===== config.mk =====
export PLATFORM = sky130hd
export DESIGN_NAME = si_regshifter_nave
export DESIGN_NICKNAME = d
export VERILOG_FILES = /design/src/rtl/si_regshifter_nave.sv
export SDC_FILE = /design/constraint.sdc
export NUM_CORES = 1
export LEC_CHECK = 0
export ABC_AREA = 1
export CORE_ASPECT_RATIO = 0.8
export CORE_MARGIN = 5
export CORE_UTILIZATION = 50
export DETAILED_ROUTE_END_ITERATION = 8
export GPL_ROUTABILITY_DRIVEN = 0
export PLACE_DENSITY_LB_ADDON = 0.1
export SLEW_MARGIN = 25
export SYNTH_ARGS = -nofsm -noshare
export SYNTH_HDL_FRONTEND = slang
export SYNTH_SLANG_ARGS = --single-unit

===== constraint.sdc =====
create_clock -name SI_REGSHIFTER_NAVE_CLOCK_50 -period 2 [get_ports SI_REGSHIFTER_NAVE_CLOCK_50]
set_input_delay 0.5 -clock SI_REGSHIFTER_NAVE_CLOCK_50 [delete_from_list [all_inputs] [get_ports SI_REGSHIFTER_NAVE_CLOCK_50]]
set_output_delay 0.5 -clock SI_REGSHIFTER_NAVE_CLOCK_50 [all_outputs]
set_load 0.01 [all_outputs]

===== src/rtl/si_regshifter_nave.sv =====
// Player-ship position register: one-hot bus moved one column per press, with hold-to-repeat.
// Optional one-hot integrity check enabled by defining SI_REGSHIFTER_NAVE_ONEHOT_CHECK_EN.
module si_regshifter_nave #(
    parameter int                     DATAWIDTH_BUS = 8,
    parameter logic [DATAWIDTH_BUS-1:0] START_POS   = 8'b00010000,
    parameter int                     CNT_WIDTH     = 24,
    parameter int                     REPEAT_DELAY  = 12500000,
    parameter int                     REPEAT_PERIOD = 5000000
) (
    input  logic                     SI_REGSHIFTER_NAVE_CLOCK_50,
    input  logic                     SI_REGSHIFTER_NAVE_RESET_InHigh,
    input  logic                     SI_REGSHIFTER_NAVE_CLEAR,
    input  logic                     SI_REGSHIFTER_NAVE_LEFT,
    input  logic                     SI_REGSHIFTER_NAVE_RIGHT,
    input  logic [1:0]               SI_REGSHIFTER_NAVE_IND_BUS,
    output logic [DATAWIDTH_BUS-1:0] SI_REGSHIFTER_NAVE_BUS_OUT,
    output logic                     SI_REGSHIFTER_NAVE_MOVING,
    output logic                     SI_REGSHIFTER_NAVE_EDGE_HIT,
    output logic                     SI_REGSHIFTER_NAVE_ERROR
);

    typedef enum logic [1:0] {IDLE, DELAY, REPEAT} state_t;
    typedef enum logic [1:0] {DIR_NONE, DIR_L, DIR_R} dir_t;

    state_t                 state;
    dir_t                   dir_q;
    dir_t                   dir_req;
    logic [CNT_WIDTH-1:0]   cnt;
    logic [DATAWIDTH_BUS-1:0] step_bus;
    logic                   step_blocked;

    localparam logic [CNT_WIDTH-1:0] DELAY_LAST  = CNT_WIDTH'(REPEAT_DELAY - 1);
    localparam logic [CNT_WIDTH-1:0] PERIOD_LAST = CNT_WIDTH'(REPEAT_PERIOD - 1);

    // Both buttons held counts as no request, so it also aborts a running repeat.
    always_comb begin
        dir_req = DIR_NONE;
        if (SI_REGSHIFTER_NAVE_LEFT && !SI_REGSHIFTER_NAVE_RIGHT)
            dir_req = DIR_L;
        else if (SI_REGSHIFTER_NAVE_RIGHT && !SI_REGSHIFTER_NAVE_LEFT)
            dir_req = DIR_R;
    end

    always_comb begin
        step_bus     = SI_REGSHIFTER_NAVE_BUS_OUT;
        step_blocked = 1'b0;
        case (dir_req)
            DIR_L: begin
                if (SI_REGSHIFTER_NAVE_IND_BUS[1]) step_bus = SI_REGSHIFTER_NAVE_BUS_OUT << 1;
                else                               step_blocked = 1'b1;
            end
            DIR_R: begin
                if (SI_REGSHIFTER_NAVE_IND_BUS[0]) step_bus = SI_REGSHIFTER_NAVE_BUS_OUT >> 1;
                else                               step_blocked = 1'b1;
            end
            default: ;
        endcase
    end

`ifdef SI_REGSHIFTER_NAVE_ONEHOT_CHECK_EN
    logic onehot_ok;
    assign onehot_ok = (SI_REGSHIFTER_NAVE_BUS_OUT != '0) &&
                       ((SI_REGSHIFTER_NAVE_BUS_OUT &
                         (SI_REGSHIFTER_NAVE_BUS_OUT - DATAWIDTH_BUS'(1))) == '0);
`endif

    always_ff @(posedge SI_REGSHIFTER_NAVE_CLOCK_50 or posedge SI_REGSHIFTER_NAVE_RESET_InHigh) begin
        if (SI_REGSHIFTER_NAVE_RESET_InHigh) begin
            SI_REGSHIFTER_NAVE_BUS_OUT  <= START_POS;
            SI_REGSHIFTER_NAVE_MOVING   <= 1'b0;
            SI_REGSHIFTER_NAVE_EDGE_HIT <= 1'b0;
`ifdef SI_REGSHIFTER_NAVE_ONEHOT_CHECK_EN
            SI_REGSHIFTER_NAVE_ERROR    <= 1'b0;
`endif
            state <= IDLE;
            dir_q <= DIR_NONE;
            cnt   <= '0;
        end else begin
            SI_REGSHIFTER_NAVE_EDGE_HIT <= 1'b0;
`ifdef SI_REGSHIFTER_NAVE_ONEHOT_CHECK_EN
            SI_REGSHIFTER_NAVE_ERROR    <= 1'b0;
`endif
            if (SI_REGSHIFTER_NAVE_CLEAR) begin
                SI_REGSHIFTER_NAVE_BUS_OUT <= START_POS;
                SI_REGSHIFTER_NAVE_MOVING  <= 1'b0;
                state <= IDLE;
                cnt   <= '0;
`ifdef SI_REGSHIFTER_NAVE_ONEHOT_CHECK_EN
            end else if (!onehot_ok) begin
                SI_REGSHIFTER_NAVE_BUS_OUT <= START_POS;
                SI_REGSHIFTER_NAVE_MOVING  <= 1'b0;
                SI_REGSHIFTER_NAVE_ERROR   <= 1'b1;
                state <= IDLE;
                cnt   <= '0;
`endif
            end else begin
                case (state)
                    IDLE: begin
                        if (dir_req != DIR_NONE) begin
                            SI_REGSHIFTER_NAVE_BUS_OUT  <= step_bus;
                            SI_REGSHIFTER_NAVE_EDGE_HIT <= step_blocked;
                            SI_REGSHIFTER_NAVE_MOVING   <= 1'b1;
                            dir_q <= dir_req;
                            cnt   <= '0;
                            state <= DELAY;
                        end
                    end
                    DELAY, REPEAT: begin
                        if (dir_req == dir_q) begin
                            // Compare the pre-increment count so steps land exactly on the delay/period edge.
                            if (cnt == ((state == DELAY) ? DELAY_LAST : PERIOD_LAST)) begin
                                SI_REGSHIFTER_NAVE_BUS_OUT  <= step_bus;
                                SI_REGSHIFTER_NAVE_EDGE_HIT <= step_blocked;
                                cnt   <= '0;
                                state <= REPEAT;
                            end else begin
                                cnt <= cnt + CNT_WIDTH'(1);
                            end
                        end else begin
                            SI_REGSHIFTER_NAVE_MOVING <= 1'b0;
                            cnt   <= '0;
                            state <= IDLE;
                        end
                    end
                    default: begin
                        SI_REGSHIFTER_NAVE_MOVING <= 1'b0;
                        cnt   <= '0;
                        state <= IDLE;
                    end
                endcase
            end
        end
    end

`ifndef SI_REGSHIFTER_NAVE_ONEHOT_CHECK_EN
    assign SI_REGSHIFTER_NAVE_ERROR = 1'b0;
`endif

endmodule

==> results of run 1 <==
==> cell usage after synthesis <==
cell / number / share of area (%)
a21oi_2: 1 / 0.37
nand3_2: 1 / 0.42
o21ai_0: 15 / 3.1
mux2_2: 2 / 0.94
inv_1: 38 / 6.0
nand4_1: 5 / 1.3
conb_1: 1 / 0.16
nor2_1: 55 / 8.7
buf_6: 4 / 1.9
xnor2_1: 4 / 1.5
ha_1: 8 / 4.2
nor3_2: 3 / 1.3
inv_2: 2 / 0.31
a21oi_1: 3 / 0.63
nand2_2: 4 / 1.0
o22ai_1: 1 / 0.26
nor2_2: 2 / 0.52
nor3_1: 7 / 1.5
buf_4: 1 / 0.31
nand3_1: 28 / 5.9
nand2_4: 1 / 0.47
nand2_1: 82 / 13
buf_2: 1 / 0.21
nor3b_1: 1 / 0.31
dfstp_2: 1 / 1.1
nand3b_1: 3 / 0.94
a21o_1: 1 / 0.31
nor2_4: 1 / 0.47
o21ai_1: 1 / 0.21
xor2_1: 10 / 3.7
dfrtp_1: 37 / 39
o31ai_1: 1 / 0.31
==> state kept, by name, summed over array words and instances (netlist names) <==
register                     flops
SI_REGSHIFTER_NAVE_EDGE_HIT      1
state                            2
cnt                             24
dir_q                            2
SI_REGSHIFTER_NAVE_BUS_OUT       8
SI_REGSHIFTER_NAVE_MOVING        1
==> cell usage in the layout, fill, tap and decap left out, types with 2 or more instances in the layout <==
cell,netlist,routed
nand2_1,82,82
nor2_1,55,54
inv_1,38,38
dfrtp_1,37,37
nand3_1,28,28
buf_4,1,22
o21ai_0,15,15
clkdlybuf4s50_1,0,14
xor2_1,10,10
nor3_1,7,7
ha_1,8,6
nand4_1,5,5
clkbuf_8,0,5
xnor2_1,4,4
nand2_2,4,3
nor2_2,2,3
a21oi_1,3,3
nand3b_1,3,3
nor3_2,3,3
clkbuf_1,0,3
buf_12,0,3
nand2_4,1,2
mux2_2,2,2
dlymetal6s2s_1,0,2
==> cell families after synthesis <==
logic type,count (synthesis)
adders and majority gates,8
muxes,2
xor gates and xnor gates,14
other,1
AOI/OAI and AO/OA,23
DFF,38
and+or+nand+nor,193
buffers and inverters,46
==> per-stage QoR <==
stage / utilization, % / std cells / setup TNS [ps] / instance area [sq um]
after CTS: 62.22 / 427 / 0 / 2860
after detailed placement: 60.48 / 419 / -8604 / 2780
after global routing: 63.34 / 429 / 0 / 2912
after global placement: 60.48 / 419 / -7615 / 2780
after floorplan: - / 325 / 0 / 2385
final: 63.34 / 429 / 0 / 2912
==> worst min-delay path, delay by kind of cell, from the launching register on <==
family	cells	cell delay, ps
simple gates	2	100
flops	1	390
==> per-layer routing <==
metal | routed length (microns) | track usage (%) | part of all wire (%)
met1 | 2810 | 28.55 | 53
met2 | 2150 | 27.13 | 41
met3 | 210 | 3.793 | 4.0
met4 | 99 | 6.303 | 1.9
met5 | 0 | 0 | 0
==> what timing repair did <==
item,in CTS,in global routing
endpoints found under the setup margin,0,32
setup buffers,0,2
gates resized for setup,0,10
hold endpoints to repair,0,0
==> how the worst max path moves through the flow <==
stage | startpoint | slack, ps | endpoint
6_report | SI_REGSHIFTER_NAVE_BUS_OUT[4] | 120 | SI_REGSHIFTER_NAVE_BUS_OUT[4]
5_1_grt | state[0] | 5 | dir_q[0]
4_1_cts | state[1] | 20 | cnt[23]
3_5_place_dp | SI_REGSHIFTER_NAVE_LEFT | -290 | cnt[14]
3_3_place_gp | SI_REGSHIFTER_NAVE_LEFT | -250 | cnt[14]
2_1_floorplan | SI_REGSHIFTER_NAVE_LEFT | 190 | SI_REGSHIFTER_NAVE_BUS_OUT[3]
==> power by group through the flow <==
stage / sequential, W / combinational [W] / clock, W
2_1_floorplan: 0.000997 / 0.000499 / 0
3_3_place_gp: 0.000981 / 0.000901 / 0
3_5_place_dp: 0.000980 / 0.000911 / 0
4_1_cts: 0.000966 / 0.000915 / 0.000542
5_1_grt: 0.000988 / 0.00106 / 0.000575
6_report: 0.000967 / 0.000946 / 0.000524
==> layout make-up <==
| class | instances | area (sq um) |
|---|---|---|
| Fill cell | 409 | 1685 |
| Multi-Input combinational cell | 241 | 1247 |
| Sequential cell | 38 | 952.2 |
| Timing Repair Buffer | 42 | 401.6 |
| Inverter | 40 | 155.1 |
| Clock buffer | 8 | 80.08 |
| Tap cell | 60 | 75.07 |
==> impl_metrics.csv, run 1 <==
group,metric,value,unit
clock_tree,clock_latency,290,ps
logic_synthesis,seq_area_frac_synth,39.93,%
setup_path,cpMaxStageDelayCell,"dfstp_2",
setup_path,reg2reg_setup_slack,130,ps
pwr,power,0.002437,W
setup_path,reg2regPathDepth,9,
setup_path,crit_buf_inv,1,
layout,final_nets,383,
setup_path,slowest_delay,560,ps
pwr,swShare,35.71,%
logic_synthesis,yosysUniqueCellTypes,32,
setup_path,cp_top_family,"flip-flops",
detailed_routing,dr.pass1.iters,4,
sta,fmax,0.5328,GHz
sta,rsz0062_at_grt,"false",
min_path,whs_path_depth,2,
clock_tree,clk_pin_slew,70,ps
detailed_routing,ant_nets,0,
pwr,power_density,837.1,nW/um^2
sta,fin_crit_sh,93.85,%
setup_path,cp.required,1500,ps
layout,synthToLayoutAreaGrowth,22.09,%
logic_synthesis,syn_area_per_cell,7.338,sq um
place,preCtsSetupSlack,-289.8,ps
detailed_routing,drt_iter0_drc,132,
pwr,peakVddDrop,0.6738,mV
detailed_routing,vias,2133,
logic_synthesis,synth_compound_area_share,5.247,%
global_route,first_global_vias,2024,
logic_synthesis,synth-seq-cells,38,
job,maxCapViolations,0,
pwr,comb_power_share,38.8,%
setup_path,r2r_end,"dir_q[0]",
detailed_routing,drc,0,
min_path,min_to,"SI_REGSHIFTER_NAVE_BUS_OUT[4]",
logic_synthesis,ys_warn_count,0,
logic_synthesis,synth_top_family_by_area,"simple AND/OR/NAND/NOR gates",
floorplan,num_rows,22,
place,hpwl,3907,microns
sta,timing_hold_violations_final,0,
floorplan,coreArea,4597,sq um
setup_path,crit_fanout,4,
run_status,run_status,"completed",
pwr,p_seq_share,39.7,%
logic_synthesis,syn_nets,340,
logic_synthesis,synth_cells,325,
sta,setup_viol,0,
sta,whs,488.3,ps
global_route,overflow,0,
pwr,power.internal,0.001567,W
pwr,p_leak,1.336,nW
setup_path,crit_chain,"clkdlybuf4s50_1",
logic_synthesis,muxShareOfSynthArea,0.9444,%
setup_path,cp-start-kind,"register",
floorplan,die_height,71.77,microns
sta,clock_skew,9.673,ps
place,port_buffers,16,
setup_path,end_kind,"output port",
logic_synthesis,synth-adder-area-share,4.197,%
floorplan,die_w,87.22,microns
min_path,hp-class,"register to register",
logic_synthesis,synth_area,2385,sq um
layout,antenna_cells,0,
logic_synthesis,synthXorXnorAreaFrac,5.142,%
setup_path,cp.depth,1,
detailed_routing,routed_wirelength,5271,microns
clock_tree,cts_buffers,5,
global_route,grt_pass1_wl,9432,microns
clock_tree,cts.sinks,38,
clock_tree,h-tree-depth,2,
clock_tree,clock_path_buffers,2,
global_route,grt_antenna_before_repair,0,
sta,drv_slew,0,
detailed_routing,vias_per_cell,4.972,
floorplan,die_area,6259,sq um
pwr,clock_power_share,21.5,%
sta,setup_ws,123.1,ps
setup_path,cp.arrival,1380,ps
sta,finalCriticalPeriod,1877,ps
layout,final_layout_size_suffix_gt1_share,14.09,%
clock_tree,cts_tree,"built",
pwr,p_switching,0.0008704,W
setup_path,rr_startpoint,"state[0]",
clock_tree,clock-root-buffer,"clkbuf_8",
global_route,grt_start_max_net_pins,39,
setup_path,critPathKind,"register to output port",
logic_synthesis,post_synth_and_or_nand_nor_area_fraction,35.68,%
floorplan,initial_core_util,51.88,%
detailed_routing,wl_per_cell,12.29,microns
clock_tree,cts_hold_buf,0,
floorplan,io_pins,18,
min_path,min_from,"SI_REGSHIFTER_NAVE_BUS_OUT[4]",
global_route,grt_use_total,19.01,%
Power figures use the tool's default switching activity.
==> run 2: changes to the inputs <==
--- a/config.mk
+++ b/config.mk
@@ -16,3 +16,4 @@
 export SYNTH_ARGS = -nofsm -noshare
 export SYNTH_HDL_FRONTEND = slang
 export SYNTH_SLANG_ARGS = --single-unit
+export TNS_END_PERCENT = 50
==> run 2 against run 1 <==
  * Setup slack got worse by 1.4 ps
  * Total power barely moved
  * Wire length fell by 0.27%
  * Clock power about the same
  * Via count decreased by 0.28%
  * Largest cell class unchanged
==> impl_metrics.csv, run 2 (synthesized netlist as in run 1, its figures left out) <==
group,metric,value,unit
run_status,run_status,"completed",
setup_path,crit_chain,"clkdlybuf4s50_1",
detailed_routing,wl_met1,2786,microns
floorplan,die_height,71.77,microns
detailed_routing,drt_iter0_drc,132,
sta,timing_hold_violations_final,0,
clock_tree,cts_tree,"built",
sta,rsz0062_at_grt,"false",
pwr,p_leak,1.335,nW
place,hpwl,3907,microns
clock_tree,clock_path_buffers,2,
setup_path,crit_fanout,4,
place,port_buffers,16,
clock_tree,cts.sinks,38,
clock_tree,clock-root-buffer,"clkbuf_8",
detailed_routing,ant_nets,0,
layout,fin_util,63.34,%
setup_path,cp.required,1500,ps
setup_path,reg2reg_setup_slack,130,ps
pwr,swShare,35.66,%
layout,synthToLayoutAreaGrowth,22.09,%
sta,drv_slew,0,
clock_tree,h-tree-depth,2,
setup_path,end_kind,"output port",
floorplan,die_w,87.22,microns
pwr,peakVddDrop,0.6738,mV
floorplan,num_rows,22,
min_path,whs_path_depth,2,
pwr,p_switching,0.0008690,W
clock_tree,cts_buffers,5,
detailed_routing,vias_per_cell,4.958,
clock_tree,cts_hold_buf,0,
setup_path,cp_top_family,"flip-flops",
global_route,first_global_vias,2024,
min_path,hp-class,"register to register",
job,maxCapViolations,0,
global_route,grt_antenna_before_repair,0,
sta,setup_viol,0,
sta,setup_ws,121.7,ps
floorplan,initial_core_util,51.88,%
setup_path,critPathKind,"register to output port",
min_path,min_to,"SI_REGSHIFTER_NAVE_BUS_OUT[4]",
setup_path,cp-start-kind,"register",
pwr,power,0.002437,W
detailed_routing,dr_wl_met3,233,microns
detailed_routing,wl_per_cell,12.25,microns
setup_path,slowest_delay,560,ps
detailed_routing,vias,2127,
layout,regMostFlops,"cnt",
layout,layout_commonest_cell,"nand2_1",
setup_path,rr_startpoint,"state[0]",
floorplan,die_area,6259,sq um
floorplan,io_pins,18,
layout,antenna_cells,0,
pwr,power_density,837.0,nW/um^2
layout,fin_cells,429,
setup_path,cpMaxStageDelayCell,"dfstp_2",
layout,final_layout_size_suffix_gt1_share,14.09,%
clock_tree,clock_latency,290,ps
detailed_routing,dr.pass1.iters,4,
pwr,clock_power_share,21.5,%
sta,finalCriticalPeriod,1878,ps
setup_path,crit_buf_inv,1,
min_path,min_from,"SI_REGSHIFTER_NAVE_BUS_OUT[4]",
global_route,overflow,0,
detailed_routing,routed_wirelength,5257,microns
global_route,grt_start_max_net_pins,39,
setup_path,r2r_end,"dir_q[0]",
sta,clock_skew,9.597,ps
detailed_routing,drc,0,
sta,fin_crit_sh,93.92,%
detailed_routing,dr_wl_met2,2138,microns
place,preCtsSetupSlack,-289.8,ps
layout,layout_common_cells,"nand2_1 (82), nor2_1 (54), inv_1 (38)",
pwr,p_seq_share,39.7,%
detailed_routing,topRoutingLayerUsed,"met4",
place,dp.cells,419,
global_route,grt_use_total,19.01,%
floorplan,coreArea,4597,sq um
setup_path,crit_start,"SI_REGSHIFTER_NAVE_BUS_OUT[4]",
sta,fmax,0.5324,GHz
layout,largest_register_ff_count,24,
global_route,grt_pass1_wl,9432,microns
setup_path,cp.arrival,1380,ps
pwr,comb_power_share,38.8,%
layout,final_nets,383,
layout,reg_top3,"cnt x24, SI_REGSHIFTER_NAVE_BUS_OUT x8",
pwr,power.internal,0.001568,W
clock_tree,clk_pin_slew,70,ps
setup_path,reg2regPathDepth,9,
sta,whs,489.2,ps
-- run 2: cell counts in the layout (fill, tap and decap cells not counted) --
No cell type changed its count.
-- run 2: worst max-delay path by stage --
stage | slack, ps | cells after the start | end
global placement | -250 | 11 | cnt[14]
CTS | 20 | 12 | cnt[23]
floorplan | 190 | 11 | SI_REGSHIFTER_NAVE_BUS_OUT[3]
finish | 120 | 1 | SI_REGSHIFTER_NAVE_BUS_OUT[4]
global route | 5 | 9 | dir_q[0]
detailed placement | -290 | 11 | cnt[14]
-- run 2: per-layer routing --
layer	GRT usage, %	vias up
li1	-	1112
met1	28.55	966
met2	27.13	40
met3	3.793	9
met4	6.303	0
met5	0	-
-- run 2: repair_timing --
| action | in CTS | in global routing |
|---|---|---|
| gates resized for setup | 0 | 10 |
| endpoints found under the setup margin | 0 | 32 |
| hold endpoints to repair | 0 | 0 |
| buffers inserted | 0 | 2 |
-- run 2: power by group through the flow --
stage	logic (W)	registers, W	clock network (W)
floorplan	0.000499	0.000997	0
global placement	0.000901	0.000981	0
detailed placement	0.000911	0.000980	0
CTS	0.000915	0.000966	0.000542
global route	0.00106	0.000988	0.000575
finish	0.000946	0.000968	0.000524
-- run 2: final cells by class --
| class | count | area (sq um) |
|---|---|---|
| Multi-Input combinational cell | 241 | 1247 |
| Tap cell | 60 | 75.07 |
| Timing Repair Buffer | 42 | 401.6 |
| Inverter | 40 | 155.1 |
| Sequential cell | 38 | 952.2 |
| Clock buffer | 8 | 80.08 |
| Fill cell | 409 | 1685 |
-- run 2: metrics by stage --
stage                     instance area [sq um]  setup TNS (ps)
final                                      2912               0
after global routing                       2912               0
after CTS                                  2860               0
after detailed placement                   2780           -8604
after global placement                     2780           -7615
after floorplan                            2385               0
-- run 2: worst register-to-register path: stages (launching register included) --
cell and delay [ps]:
dfrtp_1 400, buf_4 150, inv_1 50, ha_1 130
inv_1 60, nor2_1 220, buf_4 160, inv_1 50
nor2_1 180, mux2_2 360
